### config.mk
export PLATFORM = sky130hd
export DESIGN_NAME = gray_monitor
export DESIGN_NICKNAME = d
export VERILOG_FILES = /design/src/rtl/gray_monitor.sv
export SDC_FILE = /design/constraint.sdc
export NUM_CORES = 1
export LEC_CHECK = 0
export BUFFER_PORTS_ARGS = -buffer_cell sky130_fd_sc_hd__buf_2
export CORE_MARGIN = 3
export CORE_UTILIZATION = 56
export DETAILED_ROUTE_END_ITERATION = 16
export PLACE_DENSITY = 0.81
export SLEW_MARGIN = 20
export SYNTH_ARGS = -nofsm -noshare
export SYNTH_HDL_FRONTEND = slang
export SYNTH_SLANG_ARGS = --single-unit
### constraint.sdc
create_clock -name Clk -period 3.88 [get_ports Clk]
set_input_delay 0.388 -clock Clk [delete_from_list [all_inputs] [get_ports Clk]]
set_output_delay 0.388 -clock Clk [all_outputs]
set_load 0.01 [all_outputs]
### src/rtl/gray_monitor.sv
// Downstream checker for a 3-bit Gray step counter.
// Registers the binary equivalent of the incoming code every cycle.
// Counts legal forward steps and wraps.
// Latches a sticky fault on an illegal transition or an Overflow inconsistency.
module gray_monitor #(
    parameter int unsigned CNT_W = 8
) (
    input  logic             Clk,
    input  logic             Reset,
    input  logic [2:0]       Gray_In,
    input  logic             Ovf_In,
    output logic [2:0]       Bin,
    output logic             Step,
    output logic [CNT_W-1:0] WrapCnt,
    output logic             Locked,
    output logic             Fault,
    output logic [1:0]       FaultCode
);

    typedef enum logic [1:0] {
        StIdle,
        StTrack,
        StFault
    } state_e;

    localparam logic [1:0] CodeNone = 2'b00;
    localparam logic [1:0] CodeJump = 2'b01;
    localparam logic [1:0] CodeBack = 2'b10;
    localparam logic [1:0] CodeOvf  = 2'b11;

    state_e           state_q, state_d;
    logic [2:0]       bin_q, bin_d;
    logic             step_q, step_d;
    logic [CNT_W-1:0] wrap_cnt_q, wrap_cnt_d;
    logic             fault_q, fault_d;
    logic [1:0]       fault_code_q, fault_code_d;
    logic [2:0]       prev_q, prev_d;
    logic             prev_ovf_q, prev_ovf_d;

    logic [2:0] bin_in;
    logic [2:0] prev_bin;
    logic [2:0] delta;
    logic       wrap;
    logic       ovf_mismatch;

    // Gray-to-binary conversion of the live input and the previous code, plus step classification
    always_comb begin
        bin_in[2]   = Gray_In[2];
        bin_in[1]   = Gray_In[2] ^ Gray_In[1];
        bin_in[0]   = bin_in[1] ^ Gray_In[0];
        prev_bin[2] = prev_q[2];
        prev_bin[1] = prev_q[2] ^ prev_q[1];
        prev_bin[0] = prev_bin[1] ^ prev_q[0];
        // 3-bit subtraction wraps modulo 8 by construction
        delta        = bin_in - prev_bin;
        wrap         = (prev_q == 3'b100) && (Gray_In == 3'b000);
        // Overflow may only rise together with a wrap, never fall, and must be high on a wrap
        ovf_mismatch = (prev_ovf_q && !Ovf_In)
                     || (!prev_ovf_q && Ovf_In && !wrap)
                     || (wrap && !Ovf_In);
    end

    // Next-state logic: lock on a clean 000, then check every transition in priority order
    always_comb begin
        state_d      = state_q;
        bin_d        = bin_in;
        step_d       = 1'b0;
        wrap_cnt_d   = wrap_cnt_q;
        fault_d      = fault_q;
        fault_code_d = fault_code_q;
        prev_d       = prev_q;
        prev_ovf_d   = prev_ovf_q;

        case (state_q)
            StIdle: begin
                if ((Gray_In == 3'b000) && !Ovf_In) begin
                    state_d    = StTrack;
                    prev_d     = 3'b000;
                    prev_ovf_d = 1'b0;
                end
            end
            StTrack: begin
                prev_d     = Gray_In;
                prev_ovf_d = Ovf_In;
                if (ovf_mismatch) begin
                    state_d      = StFault;
                    fault_d      = 1'b1;
                    fault_code_d = CodeOvf;
                end else if (delta == 3'd7) begin
                    state_d      = StFault;
                    fault_d      = 1'b1;
                    fault_code_d = CodeBack;
                end else if (delta >= 3'd2) begin
                    state_d      = StFault;
                    fault_d      = 1'b1;
                    fault_code_d = CodeJump;
                end else if (delta == 3'd1) begin
                    step_d = 1'b1;
                    if (wrap && (wrap_cnt_q != {CNT_W{1'b1}})) begin
                        wrap_cnt_d = wrap_cnt_q + 1'b1;
                    end
                end
            end
            StFault: begin
                // Frozen until Reset; only Bin keeps tracking
            end
            default: begin
                state_d = StIdle;
            end
        endcase
    end

    // State register with synchronous active-high reset
    always_ff @(posedge Clk) begin
        if (Reset) begin
            state_q      <= StIdle;
            bin_q        <= 3'b000;
            step_q       <= 1'b0;
            wrap_cnt_q   <= '0;
            fault_q      <= 1'b0;
            fault_code_q <= CodeNone;
            prev_q       <= 3'b000;
            prev_ovf_q   <= 1'b0;
        end else begin
            state_q      <= state_d;
            bin_q        <= bin_d;
            step_q       <= step_d;
            wrap_cnt_q   <= wrap_cnt_d;
            fault_q      <= fault_d;
            fault_code_q <= fault_code_d;
            prev_q       <= prev_d;
            prev_ovf_q   <= prev_ovf_d;
        end
    end

    assign Bin       = bin_q;
    assign Step      = step_q;
    assign WrapCnt   = wrap_cnt_q;
    assign Locked    = (state_q == StTrack);
    assign Fault     = fault_q;
    assign FaultCode = fault_code_q;

endmodule

==> qor.txt <==
Flop pwr share = 0.603
WP data arrival = 2730 ps
Logic pwr share = 0.123
Die Y = 49.6 um
Largest net degree at the start of global routing = 19
Die area = 0.00246 sq mm
Min-delay src = Gray_In[1]
Iteration-0 DRC Markers = 4
Tightest Pin Transition = 532 ps
CP required = 4070 ps
Endpoints failing hold = 0
Net Sw Frac = 0.252
Worst-path maximum fanout = 11
RR Endpoint = WrapCnt[1]$_SDFFE_PP0P_
Clock Path Buffers = 2
Design internal power = 0.275 mW
Hold Path Sink = prev_q[1]$_SDFFE_PP0P_
Final Setup Violations = 0
Hold_buf cts = 0
Most used flip-flop cell after synthesis = dfxtp_1
CTS root buffer = clkbuf_4
Clock share of power = 0.274
Syn Nets = 111
CTS clk-pin slew, worst paths = 110 ps
Max_slew headroom = 0.643
YS warnings = 0
Status = complete, no violations
VDD IR max = 190 uV
DR WL/cell = 13.4 um
R2R cell count = 9
Fmax = 0.393 GHz
Avg Synthesized Cell Area = 10.4 sq um
Initial antenna violation count = 0
Worst Setup Path Type = reg -> reg
HPWL Detailed = 1.54 mm
Final net count = 133
CTS tree = yes
Num CTS Buffers = 3
Max Cap Viol = 0
Core Util, Final = 0.678
Worst-Skew Late Latency = 290 ps
H-tree Lvls = 1
Startpoint types = register
Number of global-route vias before repair = 812
FF+latch count, synth = 21
Synth cell types = 35
Hold depth = 2
Synthesis-to-finish area growth = 12.3%
Area of the core = 0.00176 sq mm
Clock sinks = 21
Total power = 0.368 mW
Layout fillers = 161
Post-route ant nets = 0
Layout Skew = 9.57 ps
Die width = 49.6 um
Total grt overflow = 0
Overall Global Routing Usage = 0.182
Drt total wl = 1.98 mm
HP Class = in -> reg
Number of port buffers = 21
Setup bufs post-CTS = 0
Post-Syn Area = 0.00106 sq mm
Crit end category = register
Number of cell rows = 15
First-pass GRT wire length = 3.49 mm
Sequential area share after synthesis = 0.395
Total number of vias = 817
Sum Neg Setup Slack = 0 ps
Tmin final = 2550 ps
Ant diodes = 0
CTS resizes = 0
DR vias/cell = 5.52
Ports = 22
Final period utilization = 0.656
Cells after Synth = 102
# DRC = 0
Async set-or-reset flop fraction in the synthesized netlist = 0
Pleak = 0.483 nW
Pwr Density = 307 mW/mm^2
Share of cells above drive strength 1 = 0.317
Initial Utilization = 0.604
Switching pwr = 0.0925 mW
FF-to-FF setup slack = 1330 ps
Final Wtd Congestion = 0.834
Slew Viols, Final = 0
Unrepaired setup endpoints after global routing = false
DRT Pass-1 Iters = 4
Number of synthesized flops with an enable pin = 0
Worst reg2reg startpoint = prev_q[2]$_SDFFE_PP0P_
## layout make-up
type	instances	area, sq um	share of cell area
Clock buffer	4	26.3	0.0220
Inverter	5	18.8	0.0157
Timing Repair Buffer	21	105	0.0879
Multi-Input combinational cell	72	594	0.497
Tap cell	25	31.3	0.0262
Sequential cell	21	420	0.351
## registers in the layout, summed over array words and instances, names as in the netlist
register	flops
Bin	3
FaultCode	2
WrapCnt	8
Fault	1
prev_ovf_q	1
prev_q	3
Step	1
state_q	2
## placed cells by master, fill, tap and decap left out, types with 2 or more instances in the layout
| cell type | n |
|---|---|
| dfxtp_1 | 21 |
| buf_2 | 21 |
| nor2_1 | 15 |
| xnor2_1 | 8 |
| inv_1 | 5 |
| nand3_1 | 5 |
| a22o_1 | 4 |
| xor2_1 | 3 |
| nand4_1 | 3 |
| a21oi_1 | 3 |
| nor4_2 | 3 |
| clkbuf_4 | 3 |
| nand2b_1 | 2 |
| nor3b_2 | 2 |
| nor3_1 | 2 |
| nand2_1 | 2 |
| ha_1 | 2 |
## power groups by stage
| stage | registers (mW) | clock network (mW) | logic (mW) |
|---|---|---|---|
| detailed placement | 0.227 | 0 | 0.0454 |
| global route | 0.222 | 0.114 | 0.0496 |
| finish | 0.222 | 0.101 | 0.0453 |
| global placement | 0.226 | 0 | 0.0437 |
| CTS | 0.222 | 0.106 | 0.0454 |
| floorplan | 0.228 | 0 | 0.0360 |
## worst max path at each step
stage / to / cells past startpoint / slack, ps / start
6_report: WrapCnt[1]$_SDFFE_PP0P_ / 9 / 1330 / prev_q[2]$_SDFFE_PP0P_
5_1_grt: FaultCode[0]$_SDFFE_PP0P_ / 8 / 1180 / prev_q[1]$_SDFFE_PP0P_
4_1_cts: WrapCnt[1]$_SDFFE_PP0P_ / 9 / 1330 / prev_q[1]$_SDFFE_PP0P_
3_5_place_dp: WrapCnt[1]$_SDFFE_PP0P_ / 10 / 1090 / Gray_In[2]
3_3_place_gp: WrapCnt[6]$_SDFFE_PP0P_ / 10 / 1240 / Gray_In[2]
2_1_floorplan: WrapCnt[1]$_SDFFE_PP0P_ / 10 / 1480 / Gray_In[1]
## cell families (layout without fill, tap and decap cells)
kind of cell	after synthesis	after routing	share of synthesized area
AND/OR/NAND/NOR	42	42	0.260
flip-flops	21	21	0.395
AO/OA/AOI/OAI	13	13	0.119
XOR/XNOR	13	13	0.128
buffers and inverters	9	30	0.0470
adder cells (fa/ha/maj)	3	3	0.0423
multiplexers	1	1	0.00940
## per-stage QoR
stage | hold slack, ps | area (sq um) | setup WS, ps | cells
after floorplan | 443 | 1060 | 1480 | 102
after global placement | 433 | 1170 | 1240 | 144
after detailed placement | 439 | 1170 | 1090 | 144
after CTS | 378 | 1200 | 1330 | 148
after global routing | 390 | 1200 | 1180 | 148
final | 388 | 1200 | 1330 | 148
## layer usage
metal,track usage,vias up,wire (um)
met5,0,-,0
li1,-,399,-
met4,0.106,0,34
met3,0.0393,4,100
met1,0.219,387,857
met2,0.295,27,992
## synth_stat cells (2+ instances only)
| master | number | share of area |
|---|---|---|
| a21oi_1 | 3 | 0.014 |
| a22o_1 | 4 | 0.033 |
| clkbuf_1 | 3 | 0.011 |
| dfxtp_1 | 21 | 0.39 |
| ha_1 | 2 | 0.023 |
| inv_1 | 5 | 0.018 |
| nand2_1 | 2 | 0.0071 |
| nand2b_1 | 2 | 0.012 |
| nand3_1 | 5 | 0.023 |
| nand4_1 | 3 | 0.018 |
| nor2_1 | 15 | 0.053 |
| nor3_1 | 2 | 0.0094 |
| nor3b_2 | 2 | 0.023 |
| nor4_2 | 3 | 0.035 |
| xnor2_1 | 8 | 0.066 |
| xor2_1 | 3 | 0.025 |
## worst max-delay path, stage by stage (launching register included)
cell and delay, ps:
dfxtp_1 430, xor2_1 300, xor2_1 130, ha_1 210, fa_1 360, xnor3_2 240
nand2_2 200, nor3_2 280, mux2i_1 230, nor2_1 60
No activity file was read; power rests on OpenSTA's default activity.
